### config.mk
export PLATFORM = sky130hd
export DESIGN_NAME = sym_fold_pwl
export DESIGN_NICKNAME = d
export VERILOG_FILES = /design/src/rtl/sym_pkg.sv /design/src/rtl/pwl_coeff_rom.sv /design/src/rtl/sym_fold_pwl.sv
export SDC_FILE = /design/constraint.sdc
export NUM_CORES = 1
export LEC_CHECK = 0
export BUFFER_PORTS_ARGS = -buffer_cell sky130_fd_sc_hd__clkbuf_2
export CAP_MARGIN = 20
export CORE_MARGIN = 4
export CORE_UTILIZATION = 25
export DETAILED_ROUTE_END_ITERATION = 10
export SLEW_MARGIN = 0
export SYNTH_ARGS = -nofsm -noshare
export SYNTH_HDL_FRONTEND = slang
export SYNTH_SLANG_ARGS = --single-unit
export TNS_END_PERCENT = 1
### constraint.sdc
create_clock -name clk -period 8.75 [get_ports clk]
set_input_delay 2.1875 -clock clk [delete_from_list [all_inputs] [get_ports clk]]
set_output_delay 2.1875 -clock clk [all_outputs]
set_load 0.02 [all_outputs]
### src/rtl/sym_pkg.sv
`default_nettype none
// ============================================================================
//  Module      : sym_pkg
//  Description : Shared definitions for the Sym front-end. Holds the function
//                selector encoding, the piecewise-linear coefficient tables
//                and the saturation values per function.
//                Coefficients are Q4.8 and cover 16 segments of |x| in
//                [0, 4.0). Each segment is the chord between rounded samples
//                of f at k/4, so segment k evaluates exactly to f(k/4)
//                (rounded) at its left end. This makes f(0) exact.
//  Revision    : 1.0 - initial release
// ============================================================================
package sym_pkg;

    typedef enum logic [1:0] {
        FUNC_TANH    = 2'd0,
        FUNC_SIGMOID = 2'd1,
        FUNC_SWISH   = 2'd2
    } func_e;

    localparam int COEF_W   = 16;
    localparam int PWL_SEGS = 16;

    // slope in Q.8 per raw input LSB: y = ((slope*mag + 128) >>> 8) + icpt
    localparam logic signed [COEF_W-1:0] SLOPE_ROM [0:2][0:PWL_SEGS-1] = '{
        '{16'sd252, 16'sd220, 16'sd180, 16'sd128, 16'sd88,  16'sd60,  16'sd36,  16'sd24,
          16'sd12,  16'sd12,  16'sd4,   16'sd4,   16'sd0,   16'sd0,   16'sd0,   16'sd0},
        '{16'sd64,  16'sd60,  16'sd60,  16'sd52,  16'sd48,  16'sd40,  16'sd36,  16'sd28,
          16'sd28,  16'sd20,  16'sd16,  16'sd12,  16'sd8,   16'sd8,   16'sd8,   16'sd4},
        '{16'sd144, 16'sd176, 16'sd200, 16'sd228, 16'sd248, 16'sd260, 16'sd272, 16'sd276,
          16'sd280, 16'sd280, 16'sd284, 16'sd280, 16'sd276, 16'sd276, 16'sd272, 16'sd272}
    };

    localparam logic signed [COEF_W-1:0] ICPT_ROM [0:2][0:PWL_SEGS-1] = '{
        '{16'sd0,    16'sd8,    16'sd28,   16'sd67,   16'sd107,  16'sd142,  16'sd178,  16'sd199,
          16'sd223,  16'sd223,  16'sd243,  16'sd243,  16'sd255,  16'sd255,  16'sd255,  16'sd255},
        '{16'sd128,  16'sd129,  16'sd129,  16'sd135,  16'sd139,  16'sd149,  16'sd155,  16'sd169,
          16'sd169,  16'sd187,  16'sd197,  16'sd208,  16'sd220,  16'sd220,  16'sd220,  16'sd235},
        '{16'sd0,    -16'sd8,   -16'sd20,  -16'sd41,  -16'sd61,  -16'sd76,  -16'sd94,  -16'sd101,
          -16'sd109, -16'sd109, -16'sd119, -16'sd108, -16'sd96,  -16'sd96,  -16'sd82,  -16'sd82}
    };

    // Output for |x| >= 4.0: round(256 * f(4.0))
    localparam logic signed [COEF_W-1:0] F_SAT [0:2] = '{16'sd256, 16'sd251, 16'sd1006};

    // Lowest magnitude bit that selects the segment (X_SAT is a power of two)
    function automatic int seg_lsb(input int x_sat, input int seg_bits);
        return $clog2(x_sat) - seg_bits;
    endfunction

endpackage
`default_nettype wire

### src/rtl/pwl_coeff_rom.sv
`default_nettype none
// ============================================================================
//  Module      : pwl_coeff_rom
//  Description : Registered coefficient lookup for one function type.
//                One-cycle read latency; the output register only updates
//                when i_en is high so it stays aligned with the stage it feeds.
//  Ports       : clk, rst      clock, asynchronous active-high reset
//                i_en          load enable (stage-2 load)
//                i_seg         segment index
//                o_slope       slope of selected segment, WIDTH signed
//                o_icpt        intercept of selected segment, WIDTH signed
//  Revision    : 1.0 - initial release
// ============================================================================
module pwl_coeff_rom
    import sym_pkg::*;
#(
    parameter int WIDTH     = 12,
    parameter int FUNC_TYPE = 0,
    parameter int SEG_BITS  = 4
) (
    input  logic                    clk,
    input  logic                    rst,
    input  logic                    i_en,
    input  logic [SEG_BITS-1:0]     i_seg,
    output logic signed [WIDTH-1:0] o_slope,
    output logic signed [WIDTH-1:0] o_icpt
);

    logic signed [WIDTH-1:0] r_slope;
    logic signed [WIDTH-1:0] r_icpt;

    always_ff @(posedge clk or posedge rst) begin
        if (rst) begin
            r_slope <= '0;
            r_icpt  <= '0;
        end else if (i_en) begin
            r_slope <= SLOPE_ROM[FUNC_TYPE][i_seg][WIDTH-1:0];
            r_icpt  <= ICPT_ROM[FUNC_TYPE][i_seg][WIDTH-1:0];
        end
    end

    assign o_slope = r_slope;
    assign o_icpt  = r_icpt;

endmodule
`default_nettype wire

### src/rtl/sym_fold_pwl.sv
`default_nettype none
// ============================================================================
//  Module      : sym_fold_pwl
//  Description : Front-end for Sym. Folds a signed QM.N sample into sign and
//                magnitude and evaluates f(|x|) by piecewise-linear
//                approximation. Three-stage valid/ready pipeline:
//                  S1 fold (sign, |x|, saturation flag)
//                  S2 segment select + registered coefficient read
//                  S3 multiply-add, round, clamp / saturate (output register)
//  Ports       : clk, rst      clock, asynchronous active-high reset
//                in_valid      x_in valid
//                in_ready      stage accepts x_in this cycle
//                x_in          signed input, QM.N
//                out_valid     y_out/sign_out valid
//                out_ready     downstream accepts this cycle
//                y_out         f(|x|), non-negative, QM.N
//                sign_out      1 when x_in < 0
//  Revision    : 1.0 - initial release
// ============================================================================
module sym_fold_pwl
    import sym_pkg::*;
#(
    parameter int  M         = 4,
    parameter int  N         = 8,
    parameter int  FUNC_TYPE = int'(FUNC_TANH),
    parameter int  SEG_BITS  = 4,
    parameter int  X_SAT     = 1024,
    localparam int WIDTH     = M + N
) (
    input  logic                    clk,
    input  logic                    rst,
    input  logic                    in_valid,
    output logic                    in_ready,
    input  logic signed [WIDTH-1:0] x_in,
    output logic                    out_valid,
    input  logic                    out_ready,
    output logic [WIDTH-1:0]        y_out,
    output logic                    sign_out
);

    localparam int c_SEG_LSB = seg_lsb(X_SAT, SEG_BITS);

    localparam logic [WIDTH-1:0] c_MOST_NEG = {1'b1, {(WIDTH-1){1'b0}}};
    localparam logic [WIDTH-1:0] c_POS_MAX  = {1'b0, {(WIDTH-1){1'b1}}};
    localparam logic [WIDTH-1:0] c_X_SAT    = WIDTH'(X_SAT);
    localparam logic [WIDTH-1:0] c_ONE      = WIDTH'(1);
    localparam logic [WIDTH-1:0] c_F_SAT    = F_SAT[FUNC_TYPE][WIDTH-1:0];

    localparam logic signed [2*WIDTH-1:0] c_RND   = (2*WIDTH)'(2**(N-1));
    localparam logic signed [2*WIDTH-1:0] c_Y_MAX = (2*WIDTH)'((2**(WIDTH-1)) - 1);

    // ------------------------------------------------------------------
    // Stage enables: a stage may load when empty or when it drains into
    // the next stage in the same cycle.
    // ------------------------------------------------------------------
    logic r_v1, r_v2, r_v3;
    logic w_en1, w_en2, w_en3;

    assign w_en3    = ~r_v3 | out_ready;
    assign w_en2    = ~r_v2 | w_en3;
    assign w_en1    = ~r_v1 | w_en2;
    assign in_ready = w_en1;

    // ------------------------------------------------------------------
    // S1: fold
    // ------------------------------------------------------------------
    logic [WIDTH-1:0] w_mag;
    logic             r_sign1;
    logic [WIDTH-1:0] r_mag1;
    logic             r_sat1;

    // The most-negative code has no positive twin; pin it to the largest
    // positive magnitude (it saturates anyway).
    always_comb begin
        w_mag = x_in;
        if (x_in[WIDTH-1]) begin
            if (x_in == c_MOST_NEG) begin
                w_mag = c_POS_MAX;
            end else begin
                w_mag = ~x_in + c_ONE;
            end
        end
    end

    always_ff @(posedge clk or posedge rst) begin
        if (rst) begin
            r_v1    <= 1'b0;
            r_sign1 <= 1'b0;
            r_mag1  <= '0;
            r_sat1  <= 1'b0;
        end else if (w_en1) begin
            r_v1 <= in_valid;
            if (in_valid) begin
                r_sign1 <= x_in[WIDTH-1];
                r_mag1  <= w_mag;
                r_sat1  <= (w_mag >= c_X_SAT);
            end
        end
    end

    // ------------------------------------------------------------------
    // S2: segment select; coefficients are registered inside the ROM on
    // the same enable so they line up with the S2 data registers.
    // ------------------------------------------------------------------
    logic [SEG_BITS-1:0]     w_seg;
    logic signed [WIDTH-1:0] w_slope;
    logic signed [WIDTH-1:0] w_icpt;
    logic                    r_sign2;
    logic [WIDTH-1:0]        r_mag2;
    logic                    r_sat2;

    // Saturated magnitudes index a wrapped segment; the result is replaced
    // by F_SAT in S3 so the value read does not matter.
    assign w_seg = r_mag1[c_SEG_LSB +: SEG_BITS];

    pwl_coeff_rom #(
        .WIDTH     (WIDTH),
        .FUNC_TYPE (FUNC_TYPE),
        .SEG_BITS  (SEG_BITS)
    ) u_rom (
        .clk     (clk),
        .rst     (rst),
        .i_en    (w_en2),
        .i_seg   (w_seg),
        .o_slope (w_slope),
        .o_icpt  (w_icpt)
    );

    always_ff @(posedge clk or posedge rst) begin
        if (rst) begin
            r_v2    <= 1'b0;
            r_sign2 <= 1'b0;
            r_mag2  <= '0;
            r_sat2  <= 1'b0;
        end else if (w_en2) begin
            r_v2    <= r_v1;
            r_sign2 <= r_sign1;
            r_mag2  <= r_mag1;
            r_sat2  <= r_sat1;
        end
    end

    // ------------------------------------------------------------------
    // S3: evaluate slope*mag, round half up, add intercept, clamp
    // ------------------------------------------------------------------
    logic signed [2*WIDTH-1:0] w_slope_x;
    logic signed [2*WIDTH-1:0] w_mag_x;
    logic signed [2*WIDTH-1:0] w_icpt_x;
    logic signed [2*WIDTH-1:0] w_prod;
    logic signed [2*WIDTH-1:0] w_rnd;
    logic signed [2*WIDTH-1:0] w_y;
    logic [WIDTH-1:0]          w_y_clamped;

    assign w_slope_x = {{WIDTH{w_slope[WIDTH-1]}}, w_slope};
    assign w_mag_x   = {{WIDTH{1'b0}}, r_mag2};
    assign w_icpt_x  = {{WIDTH{w_icpt[WIDTH-1]}}, w_icpt};
    assign w_prod    = w_slope_x * w_mag_x;
    assign w_rnd     = (w_prod + c_RND) >>> N;
    assign w_y       = w_rnd + w_icpt_x;

    always_comb begin
        w_y_clamped = w_y[WIDTH-1:0];
        if (w_y[2*WIDTH-1]) begin
            w_y_clamped = '0;
        end else if (w_y > c_Y_MAX) begin
            w_y_clamped = c_POS_MAX;
        end
    end

    logic             r_v3_sign;
    logic [WIDTH-1:0] r_y;

    always_ff @(posedge clk or posedge rst) begin
        if (rst) begin
            r_v3      <= 1'b0;
            r_v3_sign <= 1'b0;
            r_y       <= '0;
        end else if (w_en3) begin
            r_v3 <= r_v2;
            if (r_v2) begin
                r_v3_sign <= r_sign2;
                r_y       <= r_sat2 ? c_F_SAT : w_y_clamped;
            end
        end
    end

    assign out_valid = r_v3;
    assign y_out     = r_y;
    assign sign_out  = r_v3_sign;

endmodule
`default_nettype wire

==> run_results.csv, run 1 <==
group,metric,value,unit
logic_synthesis,synth_edf_count,0,
route,vias,4495,
worst_setup_path,critPathRequiredTime,8.93,ns
flow_run,drv_cap,0,
route,drt.antenna.violating_nets,0,
grt,grt_antenna_before_repair,0,
placement,post-dp-hpwl,10300,um
grt,globalRouteMet3Util,1.74,%
cells_and_area,post-route-util,29.1,%
pwr,power_share_of_the_clock_group,15.2,%
pwr,power_density,343,mW/mm^2
sta,finalMaxSlewViolations,0,
clock_tree,cts-hold-fix-buffers,0,
route,drt-wirelength-per-cell,12.2,um
sta,layout_worst_path_cycle_share,75.0,%
grt,pin_count_of_the_biggest_net_entering_global_routing,58,
die,die_height,162,um
worst_setup_path,crit_type,"reg -> reg",
logic_synthesis,yosys_most_used_dff,"dfrtp_1",
pwr,share_comb_of_total_power,67.0,%
clock_tree,clk_root_buffer_cell,"clkbuf_16",
clock_tree,max-clock-path-buffers,2,
sta,hold_viol_final,0,
cells_and_area,num-nets-final,832,
sta,fin_worst_skew,0.00681,ns
worst_setup_path,critical-path-top-cell-by-count,"fa_1",
die,boundaryPins,31,
grt,first_pass_grt_wire_length,21400,um
route,drt-total-wl,12400,um
logic_synthesis,synth_warnings,0,
sta,fmax,152,MHz
logic_synthesis,synth_cell_type_count,58,
sta,slew_worst_pin,0.729,ns
logic_synthesis,synth_nets,811,
die,core,0.0229,mm^2
sta,maxSlewHeadroom,51.3,%
die,initial_core_util,25.7,%
clock_tree,insertion_delay,0.32,ns
clock_tree,inserted_clock_buffers,9,
route,dr.pass1.iters,4,
cells_and_area,filler_cell_count,2432,
logic_synthesis,fraction_of_synthesis_flops_using_an_asynchronous_set_or_reset_pin,100,%
logic_synthesis,gate_count_after_technology_mapping,679,
pwr,totalPowerFinal,2.28,mW
pwr,internal-power,1.17,mW
worst_setup_path,start_kind,"flip-flop",
sta,report.final.setup_viol,0,
placement,place.gp.congestion,0.874,
route,drt_iter0_markers,202,
worst_hold_path,worst_hold_path_type,"reg -> reg",
logic_synthesis,synth_largest_area_cell,"dfrtp_1",
sta,setup-tns-final,0,ns
pwr,leakage_power,3.35,nW
sta,timing.final.crit_period,6.56,ns
clock_tree,post_cts_buffers,0,
placement,buffer_ports.inserted,30,
grt,grt.met2_usage,16.3,%
placement,place_inst,1002,
worst_setup_path,reg2reg_depth,22,
worst_setup_path,setup.worst_path.end_class,"flip-flop",
worst_setup_path,critical_path.slowest_cell,"dfrtp_1",
worst_setup_path,worstPathArrival,6.74,ns
cells_and_area,drive_gt1_share,10.4,%
worst_hold_path,worstHoldStart,"r_v1",
logic_synthesis,synthesis.area_per_instance,8.68,um^2
pwr,ir_worst_vdd,0.000235,V
logic_synthesis,netlist.area_leader.share,24.2,%
cells_and_area,areaGrowthSynthToFinish,13.0,%
die,fp.dieW,162,um
grt,number_of_global_route_vias_before_repair,4456,
worst_hold_path,worstHoldPathCells,1,
worst_setup_path,cp-startpoint,"u_rom.o_slope[5]",
pwr,power.net_switching,1.11,mW
logic_synthesis,syn-cell-area,0.00589,mm^2
logic_synthesis,proportion_of_synthesized_chip_area_in_sequential_cells,24.2,%
worst_setup_path,highest_fanout_seen_on_the_critical_path,13,
logic_synthesis,netlist_top_cells_area,"dfrtp_1, ha_1, fa_1",
outcome,run_status,"complete, no violations",
pwr,netSwitchingFraction,48.5,%
grt,overflow,0,
die,die-area,0.0261,mm^2
clock_tree,ctsHtreeMaxLevel,3,
route,post_drt_via_cell_ratio,4.42,
grt,global_route.usage.total,9.90,%
grt,global_route.peak_usage_layer,"met2",
clock_tree,postCtsResizedCells,0,
cells_and_area,instances_no_fill,1018,
clock_tree,clock_sinks,57,
worst_setup_path,timing.critical_path.slowest_cell_delay,0.55,ns
clock_tree,path_clk_slew,0.05,ns
grt,grt_util_met1,13.1,%
clock_tree,tritoncts,"yes",
pwr,sequentialPowerShare,17.8,%
worst_setup_path,worst_reg2reg_path_startpoint,"u_rom.o_slope[5]",
worst_setup_path,crit_path_cell_trace,"nand2_1 -> fa_1 -> fa_1 -> inv_1 -> ha_1 -> fa_1 -> inv_1 -> fa_1 -> inv_1 -> ha_1 -> a21oi_1 -> o21ai_0 -> a21o_1 -> o21a_1 -> o21a_1 -> nor2_1 -> xnor2_1 -> ha_1 -> o41a_1 -> a41oi_2 -> a31o_1 -> a31oi_4",
sta,setup_repair_after_global_routing_missed_its_margin,"no",
cells_and_area,antennaDiodeCount,0,
die,placementRows,55,
route,route.detailed.drc,0,
logic_synthesis,yosys_register_bits,57,
-- cell usage after synthesis, types with 2 or more instances --
master and n:
a211o_1 4, a211oi_1 5, a21o_1 9, a21oi_1 27, a21oi_2 9, a31oi_1 2
and2_1 46, and4_1 2, clkbuf_1 20, dfrtp_1 57, fa_1 41, ha_1 75
inv_1 97, nand2_1 97, nand2b_1 12, nand3_1 8, nand4_1 2, nand4b_1 3
nor2_1 35, nor2b_1 3, nor3_1 9, nor3b_1 4, o211ai_1 3, o21a_1 4
o21ai_0 38, o21bai_1 2, o221a_2 2, o22ai_1 2, o31ai_1 6, or2_2 2
or3_1 3, xnor2_1 18, xor2_1 7
-- kinds of logic (layout without fill, tap and decap cells) --
group	Yosys count	count (layout)	share of synthesized area, %
buffers and inverters	119	145	7.73
XOR/XNOR	25	25	3.72
adder cells (fa/ha/maj)	116	116	29.9
flip-flops	57	57	24.2
AND/OR/NAND/NOR	235	235	19.7
multiplexers	2	2	0.361
AO/OA/AOI/OAI	125	125	14.4
-- layout make-up --
| class | instances | area, um^2 | area share, % |
|---|---|---|---|
| inverters | 97 | 364 | 5.47 |
| flip-flops and latches | 57 | 1430 | 21.4 |
| multi-input cells | 503 | 4010 | 60.3 |
| repair buffers | 32 | 165 | 2.48 |
| clock inverters | 5 | 55.1 | 0.827 |
| clock buffers | 11 | 243 | 3.65 |
| well taps | 313 | 392 | 5.88 |
-- placed cells by master (no fill, tap or decap), types with 18 or more instances in the layout --
cell type and n:
inv_1 96, and2_1 46, fa_1 41, ha_1 75, nor2_1 34, o21ai_0 38
clkbuf_2 30, xnor2_1 18, dfrtp_1 57, nand2_1 97, a21oi_1 27
-- worst max-delay path: cells and delay by family (launching register included) --
| kind | cells | cell delay (ns) |
|---|---|---|
| fa+ha+maj | 7 | 3.03 |
| flops | 1 | 0.55 |
| simple gates | 2 | 0.24 |
| xor+xnor | 1 | 0.09 |
| buf+inv | 3 | 0.13 |
| compound gates | 9 | 2.38 |
-- sequential cells by signal (all words and copies together), names as in the netlist, 6 cells and up --
name and cells:
u_rom.o_slope 6, u_rom.o_icpt 7, y_out 12, r_mag2 12
r_mag1 12
-- metrics by stage --
step	area (um^2)	hold slack [ns]	worst slack, ns
floorplan	5890	0.435	2.74
detailed placement	6360	0.455	2.14
global placement	6360	0.451	2.19
CTS	6660	0.470	2.14
finish	6660	0.467	2.19
global route	6660	0.486	1.74
-- worst paths after layout --
| kind | endpoint | slack [ns] |
|---|---|---|
| max | y_out[8] | 2.19 |
| min | r_v2 | 0.47 |
| max reg2reg | y_out[8] | 2.19 |
| min reg2reg | r_v2 | 0.47 |
| max in group asynchronous | r_mag2[0] | 6.23 |
| min in group asynchronous | y_out[11] | 2.05 |
-- per-layer routing --
metal	part of all wire, %	up-vias
met5	0	-
met4	2.1	0
met3	3.2	16
met2	47	63
met1	47	2142
li1	-	2274
-- power groups by stage --
| stage | combinational (mW) | sequential, mW | clock, mW |
|---|---|---|---|
| after CTS | 1.54 | 0.406 | 0.354 |
| after floorplan | 1.18 | 0.401 | 0 |
| after global routing | 1.74 | 0.417 | 0.367 |
| after detailed placement | 1.54 | 0.410 | 0 |
| final | 1.53 | 0.406 | 0.347 |
| after global placement | 1.52 | 0.408 | 0 |
Power figures use the tool's default switching activity.
==> run 2, diff against run 1 <==
- clock period: 8.75 -> 6.2 ns (I/O delays scaled with it)
==> run 2 against run 1 <==
  * Count of clock-buffer cells in the layout is 1 lower
  * Clock power is 49% higher
  * Fmax is 8.7% higher
  * Combinational power is 72% higher
  * Hold slack about the same
  * Largest cell class unchanged
  * Largest power group unchanged
==> run_results.csv, run 2 (synthesis gave the netlist of run 1 again) <==
group,metric,value,unit
worst_setup_path,crit_type,"reg -> reg",
clock_tree,inserted_clock_buffers,9,
worst_setup_path,setup.worst_path.end_class,"flip-flop",
pwr,totalPowerFinal,3.71,mW
clock_tree,clock_sinks,57,
pwr,leakage_power,3.57,nW
cells_and_area,filler_cell_count,2414,
sta,report.final.setup_viol,0,
worst_setup_path,reg2reg_depth,26,
sta,fin_worst_skew,0.00474,ns
sta,fmax,166,MHz
worst_setup_path,worst_reg2reg_path_startpoint,"u_rom.o_slope[5]",
worst_hold_path,worst_hold_path_type,"reg -> reg",
sta,finalMaxSlewViolations,0,
die,boundaryPins,31,
route,met2WireLength,6290,um
placement,post-dp-hpwl,10400,um
pwr,netSwitchingFraction,46.0,%
grt,first_pass_grt_wire_length,21400,um
worst_setup_path,critPathRequiredTime,6.40,ns
pwr,share_comb_of_total_power,71.1,%
die,fp.dieW,162,um
worst_setup_path,highest_fanout_seen_on_the_critical_path,7,
sta,holdWs,0.467,ns
sta,timing.final.crit_period,6.04,ns
pwr,internal-power,2.00,mW
route,maxUsedRoutingLayer,"met4",
cells_and_area,layout.cells.most_common_list,"inv_1, nand2_1, ha_1, dfrtp_1, and2_1",
clock_tree,ctsHtreeMaxLevel,3,
route,dr.pass1.iters,4,
route,drt_iter0_markers,162,
worst_hold_path,worstHoldEndpoint,"r_v2",
worst_setup_path,critical-path-top-cell-by-count,"inv_1",
worst_setup_path,critical_path.n_buffers_inverters,6,
cells_and_area,antennaDiodeCount,0,
worst_setup_path,timing.critical_path.slowest_cell_delay,0.53,ns
worst_setup_path,worst-r2r-setup-slack,0.16,ns
grt,overflow,0,
route,post_drt_via_cell_ratio,4.40,
clock_tree,clk_root_buffer_cell,"clkbuf_16",
clock_tree,path_clk_slew,0.05,ns
route,drt-wirelength-per-cell,12.3,um
cells_and_area,drive_gt1_share,18.4,%
flow_run,drv_cap,0,
cells_and_area,areaGrowthSynthToFinish,20.6,%
pwr,power_density,521,mW/mm^2
grt,global_route.usage.total,9.87,%
placement,buffer_ports.inserted,30,
worst_setup_path,critical_path.top_delay_family,"adder cells",
grt,grt_antenna_before_repair,0,
grt,number_of_global_route_vias_before_repair,4428,
clock_tree,max-clock-path-buffers,2,
grt,pin_count_of_the_biggest_net_entering_global_routing,58,
route,drt.antenna.violating_nets,0,
sta,hold_viol_final,0,
sta,maxSlewHeadroom,52.9,%
worst_setup_path,start_kind,"flip-flop",
route,vias,4632,
pwr,sequentialPowerShare,14.9,%
worst_hold_path,worstHoldPathCells,1,
clock_tree,tritoncts,"yes",
pwr,ir_worst_vdd,0.000315,V
worst_setup_path,critical_path.slowest_cell,"fa_1",
route,post_route_met1_wirelength,6150,um
worst_setup_path,crit-reg2reg-capture,"y_out[8]",
pwr,power_share_of_the_clock_group,14.0,%
pwr,power.net_switching,1.71,mW
worst_setup_path,worstPathArrival,6.23,ns
clock_tree,insertion_delay,0.33,ns
cells_and_area,most_common_cell_after_layout_fill_and_taps_aside,"inv_1",
placement,place.gp.congestion,0.834,
die,placementRows,55,
route,met3RoutedLength,312,um
route,route.detailed.drc,0,
worst_setup_path,cp-startpoint,"u_rom.o_slope[5]",
worst_hold_path,worstHoldStart,"r_v1",
die,initial_core_util,25.7,%
outcome,run_status,"complete, no violations",
cells_and_area,num-nets-final,866,
clock_tree,cts-hold-fix-buffers,0,
sta,layout_worst_path_cycle_share,97.3,%
sta,slew_worst_pin,0.700,ns
route,drt-total-wl,12900,um
die,core,0.0229,mm^2
die,die_height,162,um
die,die-area,0.0261,mm^2
run 2: layout make-up:
cell class	count	area [um^2]	area share, %
Tap cell	313	392	5.51
Clock inverter	6	82.6	1.16
Timing Repair Buffer	66	459	6.46
Multi-Input combinational cell	503	4150	58.3
Clock buffer	10	229	3.22
Inverter	97	364	5.12
Sequential cell	57	1440	20.2
run 2: power by group through the flow:
stage	sequential (mW)	combinational (mW)	clock, mW
2_1_floorplan	0.565	1.67	0
6_report	0.552	2.63	0.518
5_1_grt	0.567	2.95	0.540
3_3_place_gp	0.556	2.32	0
3_5_place_dp	0.557	2.33	0
4_1_cts	0.553	2.37	0.527
run 2: repair_timing:
| item | CTS | global route |
|---|---|---|
| resized for setup | 2 | 32 |
| gates cloned | 0 | 1 |
| pin swaps | 0 | 11 |
| endpoints found under the setup margin | 9 | 11 |
| buffers inserted | 0 | 11 |
run 2: stage by stage:
step                utilization [%]  setup TNS [ns]  std cells  cell area, um^2  setup WS, ns
global placement               28.5               0       1024             6540        0.0281
detailed placement             28.5         -0.0305       1024             6540       -0.0289
global route                   31.0          -0.243       1052             7110       -0.0477
finish                         31.0               0       1052             7110         0.165
CTS                            29.9               0       1040             6850       0.00775
floorplan                         -               0        679             5890         0.186
run 2: per-layer routing:
layer / vias up / GRT usage [%]
li1: 2346 / -
met1: 2226 / 13.4
met2: 49 / 16.5
met3: 11 / 1.20
met4: 0 / 2.83
met5: - / 0
run 2: how the worst max path moves through the flow:
stage | to | slack (ns) | cells after the start
after global routing | y_out[8] | -0.05 | 27
after CTS | y_out[8] | 0.008 | 26
after floorplan | y_out[8] | 0.19 | 27
final | y_out[8] | 0.16 | 26
after global placement | y_out[8] | 0.03 | 26
after detailed placement | y_out[8] | -0.03 | 26
run 2: worst reg2reg max path: cells and delay by family (launching register included):
family          cells  cell delay [ns]
flops               1             0.44
fa+ha+maj           7             2.86
compound gates      7             1.26
simple gates        6             0.97
buf+inv             6             0.38
==> run 3, diff against run 2 <==
- clock period: 6.2 -> 6 ns (I/O delays scaled with it)
==> run 3 against run 2 <==
  * Fmax rose by 2.5%
  * Highest routed layer unchanged
  * Die area unchanged
  * Largest power group unchanged
  * Via count increased by 1.5%
==> run_results.csv, run 3 (synthesis gave the netlist of run 1 again) <==
group,metric,value,unit
die,die-area,0.0261,mm^2
placement,place.gp.congestion,0.804,
sta,setup_repair_after_global_routing_missed_its_margin,"yes",
pwr,power_share_of_the_clock_group,12.4,%
clock_tree,path_clk_slew,0.06,ns
clock_tree,tritoncts,"yes",
cells_and_area,antennaDiodeCount,0,
clock_tree,cts-hold-fix-buffers,0,
pwr,sequentialPowerShare,12.8,%
route,route.detailed.drc,0,
clock_tree,insertion_delay,0.33,ns
cells_and_area,num-nets-final,898,
cells_and_area,drive_gt1_share,23.8,%
grt,global_route.usage.total,10.5,%
cells_and_area,areaGrowthSynthToFinish,26.0,%
die,fp.dieW,162,um
sta,report.final.setup_viol,0,
pwr,leakage_power,3.71,nW
sta,timing.final.crit_period,5.89,ns
route,drt-total-wl,13300,um
placement,buffer_ports.inserted,30,
clock_tree,ctsHtreeMaxLevel,3,
pwr,share_comb_of_total_power,74.8,%
route,post_drt_via_cell_ratio,4.34,
die,die_height,162,um
clock_tree,clk_root_buffer_cell,"clkbuf_16",
route,vias,4702,
worst_setup_path,crit_type,"reg -> reg",
clock_tree,max-clock-path-buffers,2,
route,dr.pass1.iters,4,
clock_tree,clock_sinks,57,
grt,pin_count_of_the_biggest_net_entering_global_routing,58,
sta,fin_worst_skew,0.0124,ns
grt,number_of_global_route_vias_before_repair,4742,
cells_and_area,most_common_cell_after_layout_fill_and_taps_aside,"nand2_1",
grt,grt_antenna_before_repair,0,
flow_run,drv_cap,0,
pwr,netSwitchingFraction,44.1,%
placement,post-dp-hpwl,10600,um
route,drt.antenna.violating_nets,0,
pwr,power.net_switching,1.94,mW
route,drt-wirelength-per-cell,12.3,um
worst_setup_path,setup.worst_path.end_class,"flip-flop",
pwr,power_density,591,mW/mm^2
clock_tree,inserted_clock_buffers,9,
route,drt_iter0_markers,192,
grt,first_pass_grt_wire_length,22800,um
pwr,ir_worst_vdd,0.000320,V
sta,finalMaxSlewViolations,0,
outcome,run_status,"complete, no violations",
sta,maxSlewHeadroom,51.6,%
pwr,internal-power,2.45,mW
sta,slew_worst_pin,0.726,ns
placement,place_inst,1051,
worst_setup_path,critPathRequiredTime,6.21,ns
worst_setup_path,worstPathArrival,6.10,ns
die,boundaryPins,31,
worst_setup_path,start_kind,"flip-flop",
sta,fmax,170,MHz
die,core,0.0229,mm^2
cells_and_area,layout.cells.most_common_list,"nand2_1, inv_1, ha_1, buf_4, dfrtp_1",
sta,layout_worst_path_cycle_share,98.1,%
die,initial_core_util,25.7,%
cells_and_area,design_area,0.00743,mm^2
cells_and_area,instances_no_fill,1083,
die,placementRows,55,
grt,overflow,0,
sta,hold_viol_final,0,
worst_setup_path,highest_fanout_seen_on_the_critical_path,4,
sta,setup-tns-final,0,ns
worst_hold_path,worst_hold_path_type,"reg -> reg",
placement,place_area,0.00673,mm^2
## run 3: cell types whose count changed in the layout (fill, tap and decap cells not counted), sizes merged
| cell | before | now |
|---|---|---|
| buf | 34 | 68 |
| clkbuf | 41 | 42 |
| clkinv | 3 | 1 |
| clkinvlp | 1 | 0 |
| dlymetal6s2s | 1 | 0 |
## run 3: layer usage
layer  up-vias  part of all wire (%)  GRT usage [%]
li1       2407                     -              -
met1      2224                    48           14.0
met2        62                    48           18.0
met3         9                   2.7           1.35
met4         0                   1.3           3.18
met5         -                     0              0
## run 3: cell type report
type                            count  area [um^2]
Fill cell                        2367        15500
Multi-Input combinational cell    503         4250
Sequential cell                    57         1430
Timing Repair Buffer               98          676
Tap cell                          313          392
Inverter                           97          364
Clock buffer                       12          246
Clock inverter                      3         65.1
## run 3: worst paths after layout
path	from	to	slack, ns	cells after the start
max	u_rom.o_slope[5]	y_out[8]	0.11	27
min	r_mag1[11]	r_mag2[11]	0.47	2
max reg2reg	u_rom.o_slope[5]	y_out[8]	0.11	27
min reg2reg	r_mag1[11]	r_mag2[11]	0.47	2
max in group asynchronous	rst	u_rom.o_slope[5]	4.10	3
min in group asynchronous	rst	y_out[2]	1.35	3
## run 3: repair_timing
action	4_1_cts	5_1_grt
gates resized for setup	38	21
hold endpoints to repair	0	0
endpoints found under the setup margin	9	11
pin swaps	26	22
buffers inserted	15	4
## run 3: worst max-delay path, cell delays in order, from the launching register on
cell       delay (ns)
dfrtp_2          0.42
buf_4            0.15
buf_6            0.12
nand2_1          0.07
fa_1             0.44
fa_1             0.51
inv_1            0.06
ha_4             0.24
fa_1             0.52
inv_1            0.05
fa_1             0.52
inv_1            0.06
ha_4             0.27
o211ai_1         0.12
nor3_2           0.21
a21o_1           0.18
buf_4            0.12
nor2_1           0.04
xnor2_1          0.20
ha_1             0.30
buf_4            0.16
o2111ai_1        0.10
nand3_2          0.15
nor2_2           0.14
and4_1           0.19
a31o_1           0.20
buf_6            0.14
a31oi_4          0.07
## run 3: power groups by stage
stage	Clock, mW	Sequential, mW	Combinational [mW]
after floorplan	0	0.584	1.73
after global placement	0	0.564	2.73
after detailed placement	0	0.567	2.75
after CTS	0.557	0.562	3.15
after global routing	0.575	0.577	3.64
final	0.544	0.564	3.28
## run 3: through the flow
| step | hold slack [ns] | worst slack (ns) | utilization, % | power, mW |
|---|---|---|---|---|
| after floorplan | 0.435 | 0.0303 | - | 2.31 |
| after global placement | 0.457 | -0.108 | 29.4 | 3.30 |
| after detailed placement | 0.461 | -0.0964 | 29.4 | 3.32 |
| after CTS | 0.475 | 0.00536 | 32.0 | 4.27 |
| after global routing | 0.494 | -0.151 | 32.4 | 4.79 |
| final | 0.471 | 0.113 | 32.4 | 4.39 |
